$ cat src/rtl/nubus_cpu_bridge.sv
// Bridges a PicoRV32-style memory port onto the NuBus master request port.
// Holds one request stable, retries try-again-later acks, and applies a local watchdog.
module nubus_cpu_bridge #(
  parameter int TIMEOUT_CYCLES = 255,
  parameter int MAX_RETRY      = 3,
  parameter int RETRY_GAP      = 4
) (
  input  logic        nub_clkn,
  input  logic        nub_resetn,
  input  logic        pcpu_valid,
  input  logic [31:0] pcpu_addr,
  input  logic [31:0] pcpu_wdata,
  input  logic [3:0]  pcpu_wstrb,
  input  logic        pcpu_lock,
  output logic        pcpu_ready,
  output logic [31:0] pcpu_rdata,
  output logic        pcpu_error,
  output logic        mst_valid,
  output logic [31:0] mst_addr,
  output logic [31:0] mst_wdata,
  output logic [3:0]  mst_write,
  output logic        mst_lock,
  input  logic        mst_ready,
  input  logic [31:0] mst_rdata,
  input  logic [1:0]  mst_status
);

  localparam int TMO_W = (TIMEOUT_CYCLES > 0) ? $clog2(TIMEOUT_CYCLES + 1) : 1;
  localparam int RTY_W = (MAX_RETRY > 0) ? $clog2(MAX_RETRY + 1) : 1;
  localparam int GAP_W = (RETRY_GAP > 0) ? $clog2(RETRY_GAP + 1) : 1;

  localparam bit               TMO_EN   = (TIMEOUT_CYCLES != 0);
  localparam logic [TMO_W-1:0] TMO_LAST = TMO_W'(TIMEOUT_CYCLES - 1);
  localparam logic [TMO_W-1:0] TMO_SAT  = '1;
  localparam logic [RTY_W-1:0] RTY_MAX  = RTY_W'(MAX_RETRY);
  localparam logic [GAP_W-1:0] GAP_LOAD = GAP_W'(RETRY_GAP);
  localparam logic [GAP_W-1:0] GAP_ONE  = GAP_W'(1);

  localparam logic [1:0] S_IDLE    = 2'd0;
  localparam logic [1:0] S_REQ     = 2'd1;
  localparam logic [1:0] S_BACKOFF = 2'd2;
  localparam logic [1:0] S_RESP    = 2'd3;

  // All state advances on the falling edge of the NuBus clock.
  logic clk;
  assign clk = ~nub_clkn;

  logic [1:0]       state_reg, state_next;
  logic [31:0]      addr_reg, addr_next;
  logic [31:0]      wdata_reg, wdata_next;
  logic [3:0]       wstrb_reg, wstrb_next;
  logic             lock_reg, lock_next;
  logic [31:0]      rdata_reg, rdata_next;
  logic             err_reg, err_next;
  logic [TMO_W-1:0] tmo_cnt_reg, tmo_cnt_next;
  logic [RTY_W-1:0] retry_cnt_reg, retry_cnt_next;
  logic [GAP_W-1:0] gap_cnt_reg, gap_cnt_next;

  always_comb begin
    state_next     = state_reg;
    addr_next      = addr_reg;
    wdata_next     = wdata_reg;
    wstrb_next     = wstrb_reg;
    lock_next      = lock_reg;
    rdata_next     = rdata_reg;
    err_next       = err_reg;
    tmo_cnt_next   = tmo_cnt_reg;
    retry_cnt_next = retry_cnt_reg;
    gap_cnt_next   = gap_cnt_reg;
    case (state_reg)
      S_IDLE: begin
        if (pcpu_valid) begin
          addr_next      = pcpu_addr;
          wdata_next     = pcpu_wdata;
          wstrb_next     = pcpu_wstrb;
          lock_next      = pcpu_lock;
          retry_cnt_next = '0;
          tmo_cnt_next   = '0;
          state_next     = S_REQ;
        end
      end
      S_REQ: begin
        if (tmo_cnt_reg != TMO_SAT) tmo_cnt_next = tmo_cnt_reg + 1'b1;
        // An acknowledge on the watchdog's terminal cycle takes priority.
        if (mst_ready) begin
          case (mst_status)
            2'b00: begin
              rdata_next = (wstrb_reg == 4'b0000) ? mst_rdata : 32'h0;
              err_next   = 1'b0;
              state_next = S_RESP;
            end
            2'b11: begin
              if (retry_cnt_reg < RTY_MAX) begin
                retry_cnt_next = retry_cnt_reg + 1'b1;
                gap_cnt_next   = GAP_LOAD;
                state_next     = S_BACKOFF;
              end else begin
                rdata_next = 32'h0;
                err_next   = 1'b1;
                state_next = S_RESP;
              end
            end
            default: begin
              rdata_next = 32'h0;
              err_next   = 1'b1;
              state_next = S_RESP;
            end
          endcase
        end else if (TMO_EN && (tmo_cnt_reg == TMO_LAST)) begin
          rdata_next = 32'h0;
          err_next   = 1'b1;
          state_next = S_RESP;
        end
      end
      S_BACKOFF: begin
        if (gap_cnt_reg == GAP_ONE) begin
          tmo_cnt_next = '0;
          state_next   = S_REQ;
        end else begin
          gap_cnt_next = gap_cnt_reg - 1'b1;
        end
      end
      default: state_next = S_IDLE;
    endcase
  end

  always_ff @(posedge clk or negedge nub_resetn) begin
    if (!nub_resetn) begin
      state_reg     <= S_IDLE;
      addr_reg      <= 32'h0;
      wdata_reg     <= 32'h0;
      wstrb_reg     <= 4'h0;
      lock_reg      <= 1'b0;
      rdata_reg     <= 32'h0;
      err_reg       <= 1'b0;
      tmo_cnt_reg   <= '0;
      retry_cnt_reg <= '0;
      gap_cnt_reg   <= '0;
    end else begin
      state_reg     <= state_next;
      addr_reg      <= addr_next;
      wdata_reg     <= wdata_next;
      wstrb_reg     <= wstrb_next;
      lock_reg      <= lock_next;
      rdata_reg     <= rdata_next;
      err_reg       <= err_next;
      tmo_cnt_reg   <= tmo_cnt_next;
      retry_cnt_reg <= retry_cnt_next;
      gap_cnt_reg   <= gap_cnt_next;
    end
  end

  // Outputs decode from registered state so reset clears them immediately.
  logic busy;
  logic in_resp;
  assign busy    = (state_reg != S_IDLE);
  assign in_resp = (state_reg == S_RESP);

  assign mst_valid  = (state_reg == S_REQ);
  assign mst_addr   = busy ? addr_reg  : 32'h0;
  assign mst_wdata  = busy ? wdata_reg : 32'h0;
  assign mst_write  = busy ? wstrb_reg : 4'h0;
  assign mst_lock   = busy & lock_reg;
  assign pcpu_ready = in_resp;
  assign pcpu_rdata = in_resp ? rdata_reg : 32'h0;
  assign pcpu_error = in_resp & err_reg;

endmodule

$ cat config.mk
export PLATFORM = sky130hd
export DESIGN_NAME = nubus_cpu_bridge
export DESIGN_NICKNAME = d
export VERILOG_FILES = /design/src/rtl/nubus_cpu_bridge.sv
export SDC_FILE = /design/constraint.sdc
export NUM_CORES = 1
export LEC_CHECK = 0
export CAP_MARGIN = 20
export CORE_AREA = 4 4 143 145
export DETAILED_ROUTE_END_ITERATION = 6
export DIE_AREA = 0 0 147 149
export HOLD_SLACK_MARGIN = 0.02
export SYNTH_ARGS = -nofsm -noshare
export SYNTH_HDL_FRONTEND = slang
export SYNTH_SLANG_ARGS = --single-unit
$ cat constraint.sdc
create_clock -name nub_clkn -period 2 [get_ports nub_clkn]
set_input_delay 0.5 -clock nub_clkn [delete_from_list [all_inputs] [get_ports nub_clkn]]
set_output_delay 0.5 -clock nub_clkn [all_outputs]
set_load 0.02 [all_outputs]
# == Word level (Yosys, flattened, before mapping) ==
# Index checks and enable logic that the tools add are counted.
# classes
reduce_logical,14
n_addsub,3
n_mux,34
bitwise,2
n_lt_le_gt_ge,1
n_eq_ne,16
# ops
op,count
32-bit two-way mux,7
32-bit one-hot mux with 2 select lines,1
8-bit two-way mux,3
8-bit one-hot mux with 3 select lines,1
2-bit two-way mux,8
3-bit two-way mux,4
5-bit AND reduction,2
"8-bit by 1-bit adder with 8-bit output, second input constant",1
"8-bit == test, second input constant",1
"2-bit by 1-bit inequality test with 1-bit output, second input constant",4
"8-bit inequality test, second input constant",1
2-bit nonzero test,4
"2-bit == test, second input constant",3
"2-bit inequality test, second input constant",3
2-bit one-hot mux with 3 select lines,1
3-bit one-hot mux with 2 select lines,1
3-bit AND reduction,2
1-bit two-way mux,5
2-bit zero test,2
4-bit zero test,1
4-bit two-way mux,1
2-bit one-hot mux with 2 select lines,1
4-bit AND reduction,1
"3-bit by 1-bit == test with 1-bit output, second input constant",1
10 further kinds,11
# totals
wordCells,80
ff_bits,117
output_inout_bits,104
input_bits,107

# == Longest topological paths before layout ==
# Gate-level depths: netlist (run 1).
# depth
ltp_word,5
ltp_mapped,7
depth_no_buf,6

==> metrics.csv, run 1 <==
stage;metric;value;unit
status;status;finished with violations;
status;violations;setup timing;
power_and_ir_drop;peakVddDrop;0.912;mV
place;numPortBuffers;210;
power_and_ir_drop;netSwitchingPower;0.00578;W
global_route;grt_util_met3;5.41;%
cts;clk_latency;390;ps
synthesis;syn_area;5670;um^2
synthesis;synth_top_area_share;51.7;%
timing;drv_slew;0;
worst_setup_path;worstReg2RegEnd;err_reg;
finish;drive_gt1_share;38.3;%
power_and_ir_drop;pwr-share-clk;22.2;%
drt;drtIter0Drc;171;
place;dp_cells;1120;
synthesis;synth_warnings;0;
worst_setup_path;crit_type;register to output port;
drt;firstDrtPassIters;5;
floorplan;start_util;29.5;%
global_route;overflow;0;
power_and_ir_drop;p_int;0.0102;W
drt;via_per_inst;4.38;
worst_setup_path;critPathRequiredTime;1500;ps
global_route;grt_pass1_wl;28.9;mm
worst_setup_path;start_kind;register;
power_and_ir_drop;swShare;36.2;%
power_and_ir_drop;p_comb_share;54.0;%
floorplan;die_area;21900;um^2
cts;numCtsBuffers;17;
synthesis;synth_edf_count;0;
floorplan;io_pins;211;
cts;cts_sinks;117;
place;place.gp.congestion;0.789;
timing;worst_slack;-1030;ps
min_path;hold_end;wdata_reg[19];
global_route;busiest_layer;met2;
worst_setup_path;arrival;2530;ps
power_and_ir_drop;p_seq_share;23.9;%
finish;fillerInstances;1704;
finish;regArea;2930;um^2
worst_setup_path;crit_path_end_kind;output port;
synthesis;synth_seq_cells;117;
synthesis;ys_types;42;
drt;ant_nets;0;
finish;final_util;54.0;%
global_route;antenna_found_initial;0;
place;hpwl;11.7;mm
synthesis;syn_nets;753;
global_route;gr-usage-met1;22.6;%
min_path;holdPathStages;2;
timing;hold_viol;0;
drt;wire_per_inst;15.7;um
global_route;grt_max_degree;41;
timing;fin_setup_tns;-112370;ps
synthesis;avgSynthCellArea;8.84;um^2
drt;wirelength;18.6;mm
floorplan;rows;51;
worst_setup_path;critPathMaxFanout;7;
power_and_ir_drop;p_leak;4.96;nW
drt;drc_errors;0;
synthesis;synth-seq-area-share;51.7;%
timing;finalClockSkew;9.34;ps
power_and_ir_drop;power_density;1540;nW/um^2
cts;clkTransAtPathRegs;40;ps
cts;cts_root_buffer;clkbuf_16;
global_route;use_met2;25.8;%
global_route;grt_usage;16.6;%
synthesis;synth_area_leaders;dfrtn_1 52%, nand2_1 17%, nor2b_1 7.7%;
synthesis;synthFlopType;dfrtn_1;
finish;multi_input_area;3130;um^2
floorplan;die_height;149;um
finish;insertedDiodeCount;0;
timing;setup_viol;140;
finish;fin_nets;1015;
cts;clockBufferDepth;2;
global_route;first_global_vias;5331;
place;dpl_worst_slack;-1120;ps
floorplan;die_w;147;um
cts;htreeDepth;4;
cts;tritoncts;yes;
finish;instances_no_fill;1181;
worst_setup_path;reg2reg_depth;7;
timing;rsz0062_at_grt;true;
min_path;hold_path_class;register to register;
synthesis;synth_top_cell_by_area;dfrtn_1;
run;cap_violations;0;
synthesis;synthArstFlopShare;100;%
finish;syn_to_final_growth;82.9;%
worst_setup_path;rr_startpoint;state_reg[0];
synthesis;syn_inst;641;
timing;slew_headroom;63.0;%
min_path;min_from;wdata_reg[19];
drt;via_count;5174;
timing;worstMarginPinSlew;554;ps
worst_setup_path;r2r_slack;90;ps
floorplan;coreArea;19200;um^2
[stage by stage]
stage                     instance area [um^2]  hold WS (ps)  total power [W]
final                                    10400           414           0.0160
after global routing                     10400           428           0.0169
after CTS                                10000           418           0.0153
after detailed placement                  8800           417           0.0108
after global placement                    8800           409           0.0107
after floorplan                           6290           395          0.00808
[layout by cell type (no fill, tap or decap), types with 17 or more instances in the layout]
cell	count
clkdlybuf4s50_1	101
clkbuf_16	22
inv_1	39
dfrtn_1	117
buf_6	77
nand2_2	22
buf_12	18
nor2b_1	17
nor2b_4	52
and3_4	30
mux2i_1	35
buf_4	67
nand2_1	217
[worst max-delay path, cell delays in order (launching register included)]
cell     delay, ps
dfrtn_1        370
nor2_4         210
buf_6          180
buf_12         160
nor2b_1         50
buf_4          150
[per-layer routing]
metal / up-vias / routed length (um)
met2: 161 / 8520
li1: 2539 / -
met4: 0 / 142
met1: 2458 / 8640
met3: 16 / 1300
met5: - / 0
[area by class of cell]
class	instances	area share [%]
Timing Repair Buffer	279	30.3
Clock inverter	12	2.17
Inverter	40	1.47
Multi-Input combinational cell	448	30.2
Tap cell	265	3.20
Clock buffer	20	4.41
Sequential cell	117	28.2
[cells in the mapped netlist, types with 2 or more instances]
library cell and number:
a21oi_1 7, and3_1 35, nand3_1 2, o21ai_0 4, and2_1 2, a31oi_1 4, a211oi_1 2, nor2_1 6
buf_8 3, ha_1 5, mux2i_1 35, nor2b_1 70, nand2_1 251, clkbuf_1 22, o221ai_1 2, inv_1 40
buf_4 4, dfrtn_1 117, buf_2 7
[timing repair]
item / CTS / global route
setup endpoints to repair: 221 / 151
pin swaps: 17 / 33
hold buffers: 0 / 0
cloned: 12 / 6
gates resized for setup: 560 / 172
setup buffers: 12 / 5
[worst max path at each step]
stage                        from              to  depth (start not counted)
finish               state_reg[1]   mst_wdata[21]                          5
global route         state_reg[1]     mst_addr[0]                          5
detailed placement   state_reg[1]    mst_wdata[3]                          4
floorplan           mst_status[1]         err_reg                          3
global placement     state_reg[1]   mst_wdata[20]                          4
CTS                  state_reg[0]  pcpu_rdata[25]                          4
[power groups by stage]
stage	sequential [W]	combinational (W)	clock (W)
after floorplan	0.00368	0.00440	0
after global placement	0.00379	0.00693	0
after detailed placement	0.00380	0.00696	0
after CTS	0.00380	0.00793	0.00362
after global routing	0.00393	0.00925	0.00373
final	0.00382	0.00862	0.00354
[cell families after synthesis]
kind of cell	after synthesis	share of synthesized area, %
AND/OR/NAND/NOR	380	31.1
AO/OA/AOI/OAI	24	2.89
adder cells (fa/ha/maj)	5	1.10
XOR/XNOR	1	0.155
multiplexers	37	6.64
buffers and inverters	77	6.40
flip-flops	117	51.7
Note: power is estimated with default switching activity, not from simulation.
==> run 2: changes to the inputs <==
--- a/config.mk
+++ b/config.mk
@@ -10,6 +10,8 @@
 export DETAILED_ROUTE_END_ITERATION = 6
 export DIE_AREA = 0 0 147 149
 export HOLD_SLACK_MARGIN = 0.02
+export SETUP_SLACK_MARGIN = 0.05
+export SLEW_MARGIN = 20
 export SYNTH_ARGS = -nofsm -noshare
 export SYNTH_HDL_FRONTEND = slang
 export SYNTH_SLANG_ARGS = --single-unit
==> run 2 against run 1 <==
Net effect:
- clock skew decreased by 5.4 ps
- core utilization decreased by 1.4 points
- combinational power decreased by 4.6%
- final cell count increased by 0.93%
- the flow still finishes with violations (setup timing)
- worst setup slack worse by 140 ps
- via count decreased by 0.21%
- register-to-register slack better by 20 ps
- first-iteration DRC count shrank 22%
- largest power group unchanged
- critical path depth unchanged
- power is 5.9% lower
==> metrics.csv, run 2 (same netlist as run 1, synthesis figures left out) <==
stage;metric;value;unit
timing;fin_setup_tns;-116240;ps
finish;insertedDiodeCount;0;
finish;instances_no_fill;1192;
drt;wire_per_inst;15.2;um
power_and_ir_drop;p_comb_share;54.7;%
finish;drive_gt1_share;35.5;%
drt;firstDrtPassIters;4;
worst_setup_path;arrival;2670;ps
timing;drv_slew;0;
power_and_ir_drop;p_leak;4.83;nW
power_and_ir_drop;peakVddDrop;0.771;mV
timing;worst_slack;-1170;ps
cts;clockBufferDepth;2;
place;hpwl;11.6;mm
place;place.gp.congestion;0.769;
power_and_ir_drop;power_density;1490;nW/um^2
worst_setup_path;cp_slowest_cell;dfrtn_1;
drt;ant_nets;0;
status;violations;setup timing;
floorplan;die_height;149;um
place;numPortBuffers;210;
global_route;overflow;0;
drt;via_count;5163;
cts;cts_root_buffer;clkbuf_16;
floorplan;rows;51;
worst_setup_path;critPathMaxFanout;10;
finish;fillerInstances;1744;
cts;htreeDepth;4;
worst_setup_path;crit_type;register to output port;
worst_setup_path;crit_path_end_kind;output port;
timing;rsz0062_at_grt;true;
worst_setup_path;start_kind;register;
cts;clkTransAtPathRegs;40;ps
global_route;grt_max_degree;38;
min_path;hold_path_class;register to register;
cts;tritoncts;yes;
floorplan;die_area;21900;um^2
floorplan;start_util;29.5;%
power_and_ir_drop;netSwitchingPower;0.00565;W
cts;clk_latency;390;ps
status;status;finished with violations;
run;cap_violations;0;
worst_setup_path;path_common_cell;buf_6;
finish;fin_nets;1026;
timing;hold_viol;0;
timing;finalClockSkew;3.90;ps
power_and_ir_drop;pwr-share-clk;20.0;%
drt;via_per_inst;4.33;
power_and_ir_drop;p_int;0.00938;W
drt;wirelength;18.1;mm
floorplan;coreArea;19200;um^2
global_route;grt_pass1_wl;28.7;mm
finish;final_common_cell;nand2_1;
finish;final_cell_mix;247 x nand2_1, 117 x dfrtn_1, 101 x clkdlybuf4s50_1;
global_route;first_global_vias;5346;
cts;numCtsBuffers;17;
drt;drtIter0Drc;133;
finish;syn_to_final_growth;78.3;%
power_and_ir_drop;swShare;37.6;%
power_and_ir_drop;p_seq_share;25.3;%
global_route;grt_usage;16.4;%
cts;cts_sinks;117;
global_route;antenna_found_initial;0;
place;dp_cells;1117;
timing;slew_headroom;62.3;%
timing;setup_viol;137;
timing;worstMarginPinSlew;565;ps
worst_setup_path;critPathRequiredTime;1500;ps
worst_setup_path;path_cells;buf_6 -> nor2_4 -> buf_6 -> nor2b_1 -> dlygate4sd2_1;
floorplan;die_w;147;um
drt;drc_errors;0;
finish;final_util;52.6;%
worst_setup_path;critPathMaxStageDelay;380;ps
floorplan;io_pins;211;
## run 2: changes by cell type in the layout (fill, tap and decap cells not counted), sizes merged
cell	delta
buf	+6
bufinv	-4
dlygate4sd2	+10
and2	-1
clkinvlp	+2
clkinv	+2
clkbuf	-4
## run 2: per-stage QoR
stage          setup slack (ps)  total power (W)  hold slack, ps  area (um^2)
4_1_cts                   -1280           0.0149             416         9930
6_report                  -1170           0.0150             413        10100
3_3_place_gp              -1080           0.0106             410         8750
2_1_floorplan              -606          0.00808             395         6290
3_5_place_dp              -1130           0.0106             415         8750
5_1_grt                   -1250           0.0160             430        10100
## run 2: timing repair
item,CTS,global route
pin swaps,7,13
hold buffers,0,0
endpoints found under the setup margin,221,164
endpoints found under the hold margin,0,0
setup buffers,28,5
resized for setup,573,62
gates cloned,12,3
## run 2: layout make-up
| type | count | area [um^2] | area share (%) |
|---|---|---|---|
| timing repair buffer | 291 | 3140 | 31.0 |
| multi-input combinational | 447 | 2970 | 29.4 |
| sequential | 117 | 2930 | 29.0 |
| clock buffer | 20 | 457 | 4.52 |
| tap | 265 | 332 | 3.28 |
| inverter | 40 | 150 | 1.49 |
| clock inverter | 12 | 130 | 1.29 |
## run 2: path summary, 6_finish.rpt
| path | to | start | slack [ps] | cells after the start |
|---|---|---|---|---|
| hold reg to reg | addr_reg[23] | addr_reg[23] | 410 | 2 |
| min in group asynchronous | wdata_reg[6] | nub_resetn | 860 | 1 |
| setup reg to reg | addr_reg[0] | state_reg[1] | 110 | 10 |
| setup / recovery | mst_wdata[0] | state_reg[1] | -1170 | 5 |
| hold / removal | addr_reg[23] | addr_reg[23] | 410 | 2 |
| max in group asynchronous | rdata_reg[6] | nub_resetn | 630 | 2 |
## run 2: power by group through the flow
stage          Combinational, W  Sequential, W  Clock [W]
2_1_floorplan           0.00440        0.00368          0
3_3_place_gp            0.00676        0.00380          0
3_5_place_dp            0.00679        0.00381          0
4_1_cts                 0.00798        0.00378    0.00310
5_1_grt                 0.00887        0.00392    0.00321
6_report                0.00822        0.00380    0.00301
## run 2: per-layer routing
metal / routed length (um) / up-vias / GRT usage, %
met1: 7970 / 2430 / 21.1
met2: 8590 / 152 / 26.9
met5: 0 / - / 0
li1: - / 2569 / -
met3: 1330 / 12 / 5.50
met4: 191 / 0 / 4.10
## run 2: worst max-delay path: cells and delay by family, from the launching register on
kind,cells,cell delay (ps)
buffers and inverters,3,690
DFF,1,380
and+or+nand+nor,2,220
==> run 3: changes to the inputs <==
--- a/config.mk
+++ b/config.mk
@@ -10,6 +10,7 @@
 export DETAILED_ROUTE_END_ITERATION = 6
 export DIE_AREA = 0 0 147 149
 export HOLD_SLACK_MARGIN = 0.02
+export RECOVER_POWER = 25
 export SETUP_SLACK_MARGIN = 0.05
 export SLEW_MARGIN = 20
 export SYNTH_ARGS = -nofsm -noshare
==> constraint.sdc (replaced) <==
create_clock -name nub_clkn -period 2.9 [get_ports nub_clkn]
set_input_delay 0.725 -clock nub_clkn [delete_from_list [all_inputs] [get_ports nub_clkn]]
set_output_delay 0.725 -clock nub_clkn [all_outputs]
set_load 0.02 [all_outputs]
==> run 3 against run 2 <==
Net effect:
- the run still ends with setup timing left
- combinational power decreased by 17%
- sequential power decreased by 30%
- clock power fell by 27%
- die area unchanged
- global-route usage up 0.81 points
- highest routed layer unchanged
==> metrics.csv, run 3 (same netlist as run 1, synthesis figures left out) <==
stage;metric;value;unit
power_and_ir_drop;power_density;1090;nW/um^2
global_route;grt_pass1_wl;29.7;mm
drt;wirelength;19.7;mm
cts;tritoncts;yes;
worst_setup_path;rr_startpoint;state_reg[0];
floorplan;die_height;149;um
global_route;grt_usage;17.2;%
timing;rsz0062_at_grt;true;
status;status;finished with violations;
drt;drtIter0Drc;220;
timing;setup_viol;131;
timing;whs;417;ps
run;cap_violations;0;
drt;via_per_inst;4.35;
worst_setup_path;critPathTopFamily;buffers and inverters;
min_path;hold_path_class;register to register;
place;hpwl;11.6;mm
global_route;antenna_found_initial;0;
drt;via_count;5232;
power_and_ir_drop;total_power;0.0117;W
finish;fillerInstances;1623;
cts;cts_sinks;117;
floorplan;start_util;29.5;%
cts;clk_latency;390;ps
finish;final_common_cell;nand2_1;
power_and_ir_drop;p_leak;5.02;nW
finish;insertedDiodeCount;0;
floorplan;coreArea;19200;um^2
worst_setup_path;arrival;3180;ps
cts;htreeDepth;4;
place;place.gp.congestion;0.746;
timing;hold_viol;0;
global_route;grt_max_degree;70;
finish;syn_to_final_growth;88.9;%
worst_setup_path;start_kind;register;
finish;final_cell_mix;249 x nand2_1, 136 x buf_6, 117 x dfrtn_1;
drt;drc_errors;0;
worst_setup_path;path_buf_inv;6;
cts;clkTransAtPathRegs;40;ps
worst_setup_path;crit_type;register to output port;
drt;firstDrtPassIters;6;
timing;worst_slack;-1000;ps
floorplan;die_w;147;um
power_and_ir_drop;peakVddDrop;0.675;mV
min_path;min_from;wdata_reg[23];
floorplan;rows;51;
worst_setup_path;path_cells;buf_6 -> buf_12 -> buf_8 -> buf_12 -> buf_16 -> and3_4 -> buf_6;
timing;finalClockSkew;8.79;ps
place;dp_cells;1107;
place;numPortBuffers;210;
worst_setup_path;critPathMaxFanout;5;
worst_setup_path;crit_path_end_kind;output port;
timing;drv_slew;0;
finish;drive_gt1_share;37.7;%
global_route;first_global_vias;5476;
worst_setup_path;critPathRequiredTime;2170;ps
global_route;overflow;0;
worst_setup_path;critPathMaxStageDelay;470;ps
drt;ant_nets;0;
cts;clockBufferDepth;2;
drt;wire_per_inst;16.3;um
finish;instances_no_fill;1204;
floorplan;io_pins;211;
timing;worstMarginPinSlew;870;ps
cts;numCtsBuffers;17;
timing;slew_headroom;42.0;%
status;violations;setup timing;
cts;cts_root_buffer;clkbuf_16;
finish;final_util;55.7;%
floorplan;die_area;21900;um^2
finish;fin_nets;1038;
worst_setup_path;crit_path_start;state_reg[0];
worst_setup_path;cp_slowest_cell;dfrtn_1;
run 3: path summary, 6_finish.rpt:
kind	end	cells past startpoint	slack [ps]
worst min register to register	wdata_reg[23]	2	420
max in group asynchronous	lock_reg	2	230
worst min-delay path	wdata_reg[23]	2	420
worst max-delay path	pcpu_rdata[2]	7	-1000
worst max register to register	err_reg	10	750
min in group asynchronous	state_reg[1]	2	1820
run 3: metal layers:
metal  routed length [um]  share of wire [%]  GRT usage (%)  vias up
li1                     -                  -              -     2589
met3                 1590                8.1           6.75       16
met5                    0                  0              0        -
met4                  227                1.2           4.75        0
met2                 9630                 49           27.9      178
met1                 8220                 42           21.6     2449
run 3: power breakdown:
group | switching (W) | internal [W] | leakage [nW]
Sequential | 0.000391 | 0.00227 | 1.51
Combinational | 0.00307 | 0.00373 | 3.22
Clock | 0.000823 | 0.00138 | 0.294
run 3: repair_timing:
| action | CTS | global route |
|---|---|---|
| resized for setup | 511 | 254 |
| gates cloned | 14 | 5 |
| pin swaps | 3 | 19 |
| setup buffers | 33 | 23 |
| hold buffers | 0 | 0 |
| endpoints found under the setup margin | 221 | 138 |
run 3: final cells by class:
| type | instances | area, um^2 | area share, % |
|---|---|---|---|
| Sequential cell | 117 | 2930 | 27.3 |
| Inverter | 40 | 150 | 1.40 |
| Tap cell | 265 | 332 | 3.10 |
| Timing Repair Buffer | 303 | 3600 | 33.6 |
| Multi-Input combinational cell | 447 | 3080 | 28.8 |
| Clock inverter | 14 | 175 | 1.64 |
| Clock buffer | 18 | 439 | 4.10 |
run 3: per-stage QoR:
| stage | area, um^2 | TNS, ps | setup slack [ps] |
|---|---|---|---|
| 2_1_floorplan | 6210 | -41720 | -381 |
| 3_3_place_gp | 8680 | -151320 | -856 |
| 3_5_place_dp | 8680 | -153140 | -846 |
| 4_1_cts | 9970 | -99770 | -1170 |
| 5_1_grt | 10700 | -97770 | -1060 |
| 6_report | 10700 | -90600 | -1000 |
run 3: worst min-delay path: stages, from the launching register on:
cell and delay (ps):
dfrtn_1 400, nand2_1 50, nand2_1 50
